--- src/rtl/tick_ctrl_pkg.sv ---
// Shared types and constants for the CPU tick / clock-enable controller.
// Contents: tick_state_t FSM encoding, default divider width, tick counter width.
package tick_ctrl_pkg;

  localparam int unsigned TICK_DIV_WIDTH_DEFAULT = 16;
  localparam int unsigned TICK_CNT_WIDTH         = 32;

  typedef enum logic [1:0] {
    TS_IDLE = 2'b00,
    TS_RUN  = 2'b01,
    TS_STEP = 2'b10,
    TS_HALT = 2'b11
  } tick_state_t;

endpackage

--- src/rtl/step_sync_edge.sv ---
// Two-flop synchroniser for an asynchronous button level plus a rising-edge
// detect on the synchronised value.
// Ports:
//   Clock      - system clock (rising edge)
//   Reset      - synchronous, active-high; clears all flops to 0
//   async_in   - asynchronous level input
//   edge_pulse - one-cycle pulse, high the cycle after the second sync flop rises
module step_sync_edge (
  input  logic Clock,
  input  logic Reset,
  input  logic async_in,
  output logic edge_pulse
);

  // [0] metastability flop, [1] synchronised level, [2] previous synchronised level
  logic [2:0] sync_q;

  always_ff @(posedge Clock) begin
    if (Reset) begin
      sync_q <= 3'b000;
    end else begin
      sync_q <= {sync_q[1:0], async_in};
    end
  end

  assign edge_pulse = sync_q[1] & ~sync_q[2];

endmodule

--- src/rtl/tick_run_controller.sv ---
// Generates the Tick and ClockEnable qualifiers for the CPU register stages
// under run, single-step and halt control, with a run-time tick divisor.
// Optional feature: define TICK_COUNTER_EN to add the 32-bit tick_count output.
// Ports:
//   Clock, Reset - system clock, synchronous active-high reset
//   run_req      - level, request free-running ticks
//   step_req     - asynchronous button level, each rising edge requests one tick
//   halt_in      - level, forces HALT (except while in STEP)
//   div_val      - tick every max(div_val,1) cycles while running
//   Tick         - registered one-cycle pulse per CPU cycle
//   ClockEnable  - registered, 1 in RUN and STEP
//   state        - registered FSM state
//   halted       - registered, 1 in HALT
//   tick_count   - (TICK_COUNTER_EN only) number of Tick cycles since reset
module tick_run_controller
  import tick_ctrl_pkg::*;
#(
  parameter int unsigned DIV_WIDTH = TICK_DIV_WIDTH_DEFAULT
) (
  input  logic                      Clock,
  input  logic                      Reset,
  input  logic                      run_req,
  input  logic                      step_req,
  input  logic                      halt_in,
  input  logic [DIV_WIDTH-1:0]      div_val,
  output logic                      Tick,
  output logic                      ClockEnable,
  output logic [1:0]                state,
  output logic                      halted
`ifdef TICK_COUNTER_EN
  ,output logic [TICK_CNT_WIDTH-1:0] tick_count
`endif
);

  localparam logic [1:0] ST_IDLE = 2'(TS_IDLE);
  localparam logic [1:0] ST_RUN  = 2'(TS_RUN);
  localparam logic [1:0] ST_STEP = 2'(TS_STEP);
  localparam logic [1:0] ST_HALT = 2'(TS_HALT);

  logic                 step_edge;
  logic [1:0]           state_d;
  logic                 tick_d;
  logic                 ce_d;
  logic                 halted_d;
  logic [DIV_WIDTH-1:0] div_cnt;
  logic [DIV_WIDTH-1:0] div_lat;
  logic [DIV_WIDTH-1:0] cnt_d;
  logic [DIV_WIDTH-1:0] lat_d;
  logic [DIV_WIDTH-1:0] div_eff;

  step_sync_edge u_step_sync (
    .Clock      (Clock),
    .Reset      (Reset),
    .async_in   (step_req),
    .edge_pulse (step_edge)
  );

  // Divisor 0 behaves like 1
  assign div_eff = (div_val == '0) ? DIV_WIDTH'(1) : div_val;

  // State and output registers
  always_ff @(posedge Clock) begin
    if (Reset) begin
      state       <= ST_IDLE;
      Tick        <= 1'b0;
      ClockEnable <= 1'b0;
      halted      <= 1'b0;
      div_cnt     <= '0;
      div_lat     <= DIV_WIDTH'(1);
    end else begin
      state       <= state_d;
      Tick        <= tick_d;
      ClockEnable <= ce_d;
      halted      <= halted_d;
      div_cnt     <= cnt_d;
      div_lat     <= lat_d;
    end
  end

  // Next-state, divider and registered-output logic
  always_comb begin
    state_d  = state;
    cnt_d    = '0;
    lat_d    = div_lat;
    tick_d   = 1'b0;
    ce_d     = 1'b0;
    halted_d = 1'b0;

    if (halt_in && (state != ST_STEP)) begin
      state_d = ST_HALT;
    end else begin
      case (state)
        ST_IDLE: begin
          if (step_edge)    state_d = ST_STEP;
          else if (run_req) state_d = ST_RUN;
        end
        ST_RUN: begin
          if (!run_req) state_d = ST_IDLE;
        end
        ST_STEP: state_d = ST_IDLE;
        ST_HALT: begin
          // halt_in is already 0 here; run_req must drop to rearm
          if (step_edge)     state_d = ST_STEP;
          else if (!run_req) state_d = ST_IDLE;
        end
        default: state_d = ST_IDLE;
      endcase
    end

    // Divisor is latched on RUN entry and at each wrap only
    if (state_d == ST_RUN) begin
      if ((state != ST_RUN) || (div_cnt == div_lat - DIV_WIDTH'(1))) begin
        cnt_d = '0;
        lat_d = div_eff;
      end else begin
        cnt_d = div_cnt + DIV_WIDTH'(1);
      end
    end

    // Tick is registered, so it is decided from the values entering the next cycle
    tick_d   = (state_d == ST_STEP) ||
               ((state_d == ST_RUN) && (cnt_d == lat_d - DIV_WIDTH'(1)));
    ce_d     = (state_d == ST_RUN) || (state_d == ST_STEP);
    halted_d = (state_d == ST_HALT);
  end

`ifdef TICK_COUNTER_EN
  // Counts cycles in which Tick is high; wraps naturally at 32 bits
  always_ff @(posedge Clock) begin
    if (Reset) begin
      tick_count <= '0;
    end else if (Tick) begin
      tick_count <= tick_count + TICK_CNT_WIDTH'(1);
    end
  end
`endif

endmodule

--- config.mk ---
export PLATFORM = sky130hd
export DESIGN_NAME = tick_run_controller
export DESIGN_NICKNAME = d
export VERILOG_FILES = /design/src/rtl/tick_ctrl_pkg.sv /design/src/rtl/step_sync_edge.sv /design/src/rtl/tick_run_controller.sv
export SDC_FILE = /design/constraint.sdc
export NUM_CORES = 1
export LEC_CHECK = 0
export BUFFER_PORTS_ARGS = -buffer_cell sky130_fd_sc_hd__buf_2
export CORE_ASPECT_RATIO = 1.5
export CORE_MARGIN = 2
export CORE_UTILIZATION = 25
export DETAILED_ROUTE_END_ITERATION = 10
export GPL_TIMING_DRIVEN = 1
export HOLD_SLACK_MARGIN = 0.03
export MAX_ROUTING_LAYER = met4
export SETUP_SLACK_MARGIN = 0.05
export SLEW_MARGIN = 0
export SYNTH_ARGS = -nofsm -noshare
export SYNTH_HDL_FRONTEND = slang
export SYNTH_SLANG_ARGS = --single-unit
--- constraint.sdc ---
create_clock -name Clock -period 6.48 [get_ports Clock]
set_input_delay 0.648 -clock Clock [delete_from_list [all_inputs] [get_ports Clock]]
set_output_delay 0.648 -clock Clock [all_outputs]
set_load 0.03 [all_outputs]
# Word level (Yosys, flattened, before mapping)
# Index checks and enable logic that the tools add are counted.
classes:
  addsub: 3
  eq_ne: 10
  muxes: 11
  bitwise: 2
  reduce_logical: 7
op_table:
  columns: ["op", "n"]
  rows:
  - ["$mux W16", 5]
  - ["$eq A16 B16 Y1", 2]
  - ["$sub A16 B1 Y16 const B", 2]
  - ["$add A16 B1 Y16 const B", 1]
  - ["$logic_not A16 Y1", 1]
  - ["$mux W2", 5]
  - ["$eq A2 B2 Y1 const B", 4]
  - ["$pmux W2 S4", 1]
  - ["$eq A2 B1 Y1 const B", 2]
  - ["$logic_or A1 B1 Y1", 3]
  - ["$logic_and A1 B1 Y1", 2]
  - ["$logic_not A2 Y1", 1]
  - ["$ne A2 B1 Y1 const B", 1]
  - ["$ne A2 B2 Y1 const B", 1]
  - ["$and A1 B1 Y1", 1]
  - ["$not A1 Y1", 1]
totals:
  reg_bits: 40
  in_bits: 21
  out_inout_bits: 5

# Logic depth before layout (Yosys ltp)
depth:
  word_depth: 11
  ltp_mapped: 20
  mapped_depth_nobuf: 17

# Hierarchy
# A second synthesis with hierarchy kept.
unflattened:
  cells_unflattened: 424
  hier_area_um2: 3186.8
modules_own_cells:
  columns: ["module", "instances", "cells_each", "area_per_inst_um2", "seq_area_each_um2"]
  rows:
  - ["tick_run_controller", 1, 417, 3099.2, 740.7]
  - ["step_sync_edge", 1, 7, 87.6, 60.1]

# Worst setup path after synthesis
# No wires, ideal clock.
synth_path:
  path_kind: "register to register"
  from: "register div_lat[4]"
  to: "register Tick"
  arrival_time_ns: 4.592
  required_time_ns: 6.388
  slack_ns: 1.796
  stages_incl_launch_ff: 19
  n_path_buf: 3
  period_less_slack_ns: 4.684
  cell_sequence: "dfxtp_1 > buf_6 > nor4_2 > a32oi_1 > or4_1 > or4_4 > a2111oi_4 > o21ai_2 > buf_6 > buf_2 > mux2i_1 > ha_1 > nor3b_1 > nand2_1 > mux2i_1 > xor2_1 > a2111oi_2 > nand4_1 > o32ai_1"
synth_via:
  elab_chain_len: 9
  word_cells_on_any_way: 11
  classes_between: "add/sub: 2; eq/ne: 2; mux: 4; reduce/logical: 3"
synth_lines:
  columns: ["element", "line_no", "rtl"]
  rows:
  - ["from (decl)", "tick_run_controller.sv:46", "logic [DIV_WIDTH-1:0] div_lat;"]
  - ["from (signal assigned)", "tick_run_controller.sv:76", "div_lat <= lat_d;"]
  - ["$sub A16 B1 Y16", "tick_run_controller.sv:112", "if ((state != ST_RUN) || (div_cnt == div_lat - DIV_WIDTH'(1))) begin"]
  - ["$eq A16 B16 Y1", "tick_run_controller.sv:112", null]
  - ["$logic_or A1 B1 Y1", "tick_run_controller.sv:112", null]
  - ["$mux W16", "tick_run_controller.sv:112", null]
  - ["$mux W16", "tick_run_controller.sv:111", "if (state_d == ST_RUN) begin"]
  - ["$sub A16 B1 Y16", "tick_run_controller.sv:122", "((state_d == ST_RUN) && (cnt_d == lat_d - DIV_WIDTH'(1)));"]
  - ["$eq A16 B16 Y1 *", "tick_run_controller.sv:122", null]
  - ["$logic_and A1 B1 Y1 *", "tick_run_controller.sv:122", null]
  - ["$logic_or A1 B1 Y1 *", "tick_run_controller.sv:121", "tick_d = (state_d == ST_STEP) ||"]
  - ["to (signal assigned)", "tick_run_controller.sv:72", "Tick <= tick_d;"]
  - ["to (decl)", "tick_run_controller.sv:26", "output logic Tick,"]
# Every way passes the cells marked *; elsewhere a longest branch is shown, timed or not.
# A chain may end at the register's enable or synchronous reset.

# Final worst setup path
layout_path:
  from: "register div_lat[3]"
  to: "register Tick"
# Same word-level chain as after synthesis.

==> impl_metrics.csv <==
group,metric,value,unit
grt,grt_usage,0.148,
grt,met1_usage,0.149,
timing,fin_crit_sh,0.819,
yosys,synth-main-ff-cell,"dfxtp_1",
layout,antenna_cells,0,
setup_path,crit_required,6.68,ns
timing,finalClockSkew,0.00613,ns
floorplanning,die_width,97.4,um
floorplanning,dieArea,0.0140,mm2
routing,drt-total-wl,9.95,mm
floorplanning,fp-row-count,51,
floorplanning,ios,26,
setup_path,reg2reg_slack,1.17,ns
routing,drt-initial-drc-count,148,
clock_network,clk_pin_slew,0.06,ns
clock_network,clk_latency,0.29,ns
layout,final_common_cell,"nand2_1",
timing,final-hold-violation-count,0,
hold_path,hold_end,"u_step_sync.sync_q[1]",
yosys,ys.warnings.count,0,
setup_path,crit_fanout,15,
routing,route.antenna.remaining_nets,0,
clock_network,cts_root_buffer,"clkbuf_16",
timing,fmax,0.188,GHz
hold_path,hold_class,"reg2reg",
power_and_ir_drop,swShare,0.361,
place,gp_congestion,0.874,
timing,setup-violations-final,0,
clock_network,cts_resized,0,
power_and_ir_drop,p_clk_frac,0.297,
yosys,yosys-top-cells-area,"dfxtp_1 24%, xnor2_1 7.2%, nand2_1 6.2%",
setup_path,crit_path_end_kind,"flip-flop",
layout,area_growth,10.7,%
clock_network,htree_levels,2,
yosys,synth_edf_count,0,
setup_path,cp.arrival,5.51,ns
layout,drive_above_1_share,0.110,
grt,use_met3,0.0198,
clock_network,cts_tree,"built",
routing,vias,3161,
status,status,"complete, no violations",
floorplanning,core_area,0.0129,mm2
setup_path,startpoint_type,"flip-flop",
hold_path,min-delay-start,"u_step_sync.sync_q[0]",
timing,tns,0,ns
flow_run,drv_cap,0,
timing,fin_crit,5.31,ns
power_and_ir_drop,seq_power_share,0.353,
setup_path,r2r-start,"div_lat[3]",
power_and_ir_drop,cellPowerDensity,219,mW/mm2
hold_path,whs_path_depth,1,
grt,grt_use_met2,0.269,
routing,dr.pass1.iters,5,
power_and_ir_drop,p_leak,1.33,nW
yosys,synth_top_cell_by_area,"dfxtp_1",
yosys,synth-seq-area-share,0.245,
power_and_ir_drop,net-switching-power,0.287,mW
yosys,synth_top_area_share,0.245,
grt,grt_pass1_wl,16.0,mm
yosys,syn_avg_cell_area,7.51,um2
yosys,synth.ff_latch_count,40,
place,dpl.hpwl,7.73,mm
grt,grt_max_degree,37,
floorplanning,start_util,0.254,
layout,utilization,0.281,
power_and_ir_drop,intPower,0.507,mW
yosys,synth_cells,436,
clock_network,clockBufferDepth,2,
timing,rsz0062_at_grt,"no",
setup_path,reg2reg_to,"Tick",
routing,drc_errors,0,
clock_network,clock-sinks,40,
timing,worst_pin_slew,0.822,ns
grt,busiest_layer,"met2",
layout,finalNetCount,472,
grt,grt_pass1_vias,3082,
yosys,synth.distinct_cells,62,
setup_path,r2r_cells,16,
grt,grt_antenna_before_repair,0,
yosys,postSynth.asyncResetShare,0,
grt,gr-total-overflow,0,
yosys,synthesis.area,0.00327,mm2
timing,max_slew_margin,0.448,
place,io_buffers,25,
clock_network,cts_setup_buffers,0,
routing,viasPerCell,5.23,
floorplanning,die_h,144,um
setup_path,crit_type,"reg2reg",
routing,wl_per_cell,16.5,um
clock_network,cts-buffers-inserted,5,
clock_network,cts_hold_buf,0,
power_and_ir_drop,vdd_drop_max,0.000145,V
power_and_ir_drop,power_frac_comb,0.350,
timing,slew_violations,0,
yosys,syn_nets,463,
layout,layout_common_cells,"54 x nand2_1, 44 x nor2_1, 40 x dfxtp_1, 32 x inv_1, 27 x xnor2_1",
-- sequential cells by signal, summed over array words and instances (netlist names) --
name and cells:
div_cnt 16, div_lat 16, u_step_sync.sync_q 3, state 2
ClockEnable 1, Tick 1, halted 1
-- through the flow --
stage / cells / hold slack, ns / area, um2 / total power [mW] / setup slack (ns)
floorplan: 436 / 0.414 / 3270 / 0.488 / 1.80
global placement: 597 / 0.430 / 3490 / 0.556 / 1.45
detailed placement: 597 / 0.441 / 3490 / 0.559 / 1.27
CTS: 604 / 0.458 / 3620 / 0.796 / 1.26
global route: 604 / 0.476 / 3620 / 0.832 / 0.885
finish: 604 / 0.450 / 3620 / 0.794 / 1.17
-- synth_stat cells (8+ instances only) --
| cell | n |
|---|---|
| nor2b_1 | 10 |
| inv_1 | 32 |
| xor2_1 | 18 |
| mux2i_1 | 13 |
| or3_1 | 12 |
| dfxtp_1 | 40 |
| nor3_1 | 16 |
| nand3_1 | 16 |
| nand2_1 | 54 |
| xnor2_1 | 27 |
| a21oi_1 | 20 |
| nor2_1 | 44 |
| a211o_1 | 8 |
| clkbuf_1 | 19 |
-- worst max path at each step --
stage	start	end	slack, ns	depth (start not counted)
finish	div_lat[3]	Tick	1.17	16
CTS	div_lat[3]	Tick	1.26	16
global placement	div_lat[3]	Tick	1.45	16
floorplan	div_lat[4]	Tick	1.80	18
global route	div_lat[3]	Tick	0.89	16
detailed placement	div_lat[3]	Tick	1.27	16
-- critical path, cell delays in order (launching register included) --
cell and delay [ns]:
dfxtp_1 0.43, nor4_2 0.73, a32oi_1 0.21, or4_1 0.54, or4_4 0.43, a2111oi_4 0.31, buf_4 0.29, o21ai_2 0.12
mux2i_2 0.32, ha_1 0.30, nor3b_1 0.36, nand2_1 0.14, mux2i_1 0.18, xor2_1 0.11, a2111oi_2 0.34, nand4_1 0.14
o32ai_1 0.26
-- cell families after synthesis --
family	share of synthesized area
and+or+nand+nor	0.293
buffers and inverters	0.0768
AOI/OAI and AO/OA	0.173
muxes	0.0611
adders and majority gates	0.0229
xor gates and xnor gates	0.128
DFF	0.245
-- power groups by stage --
stage                     Sequential (mW)  Clock (mW)  Combinational [mW]
after global placement              0.284           0               0.272
after detailed placement            0.285           0               0.274
after floorplan                     0.279           0               0.209
after global routing                0.282       0.248               0.303
after CTS                           0.279       0.241               0.275
final                               0.280       0.236               0.278
-- routing by layer --
| metal | vias to the layer above | wire length [um] |
|---|---|---|
| li1 | 1548 | - |
| met1 | 1474 | 3740 |
| met2 | 107 | 5160 |
| met3 | 32 | 394 |
| met4 | 0 | 656 |
| met5 | - | 0 |
-- cell type report --
class / count / area [um2]
multi-input cells: 338 / 2220
inverters: 32 / 120
clock inverters: 1 / 5.00
well taps: 159 / 199
repair buffers: 28 / 148
fillers: 1427 / 9270
flip-flops and latches: 40 / 801
clock buffers: 6 / 129
No activity file was read; power rests on OpenSTA's default activity.
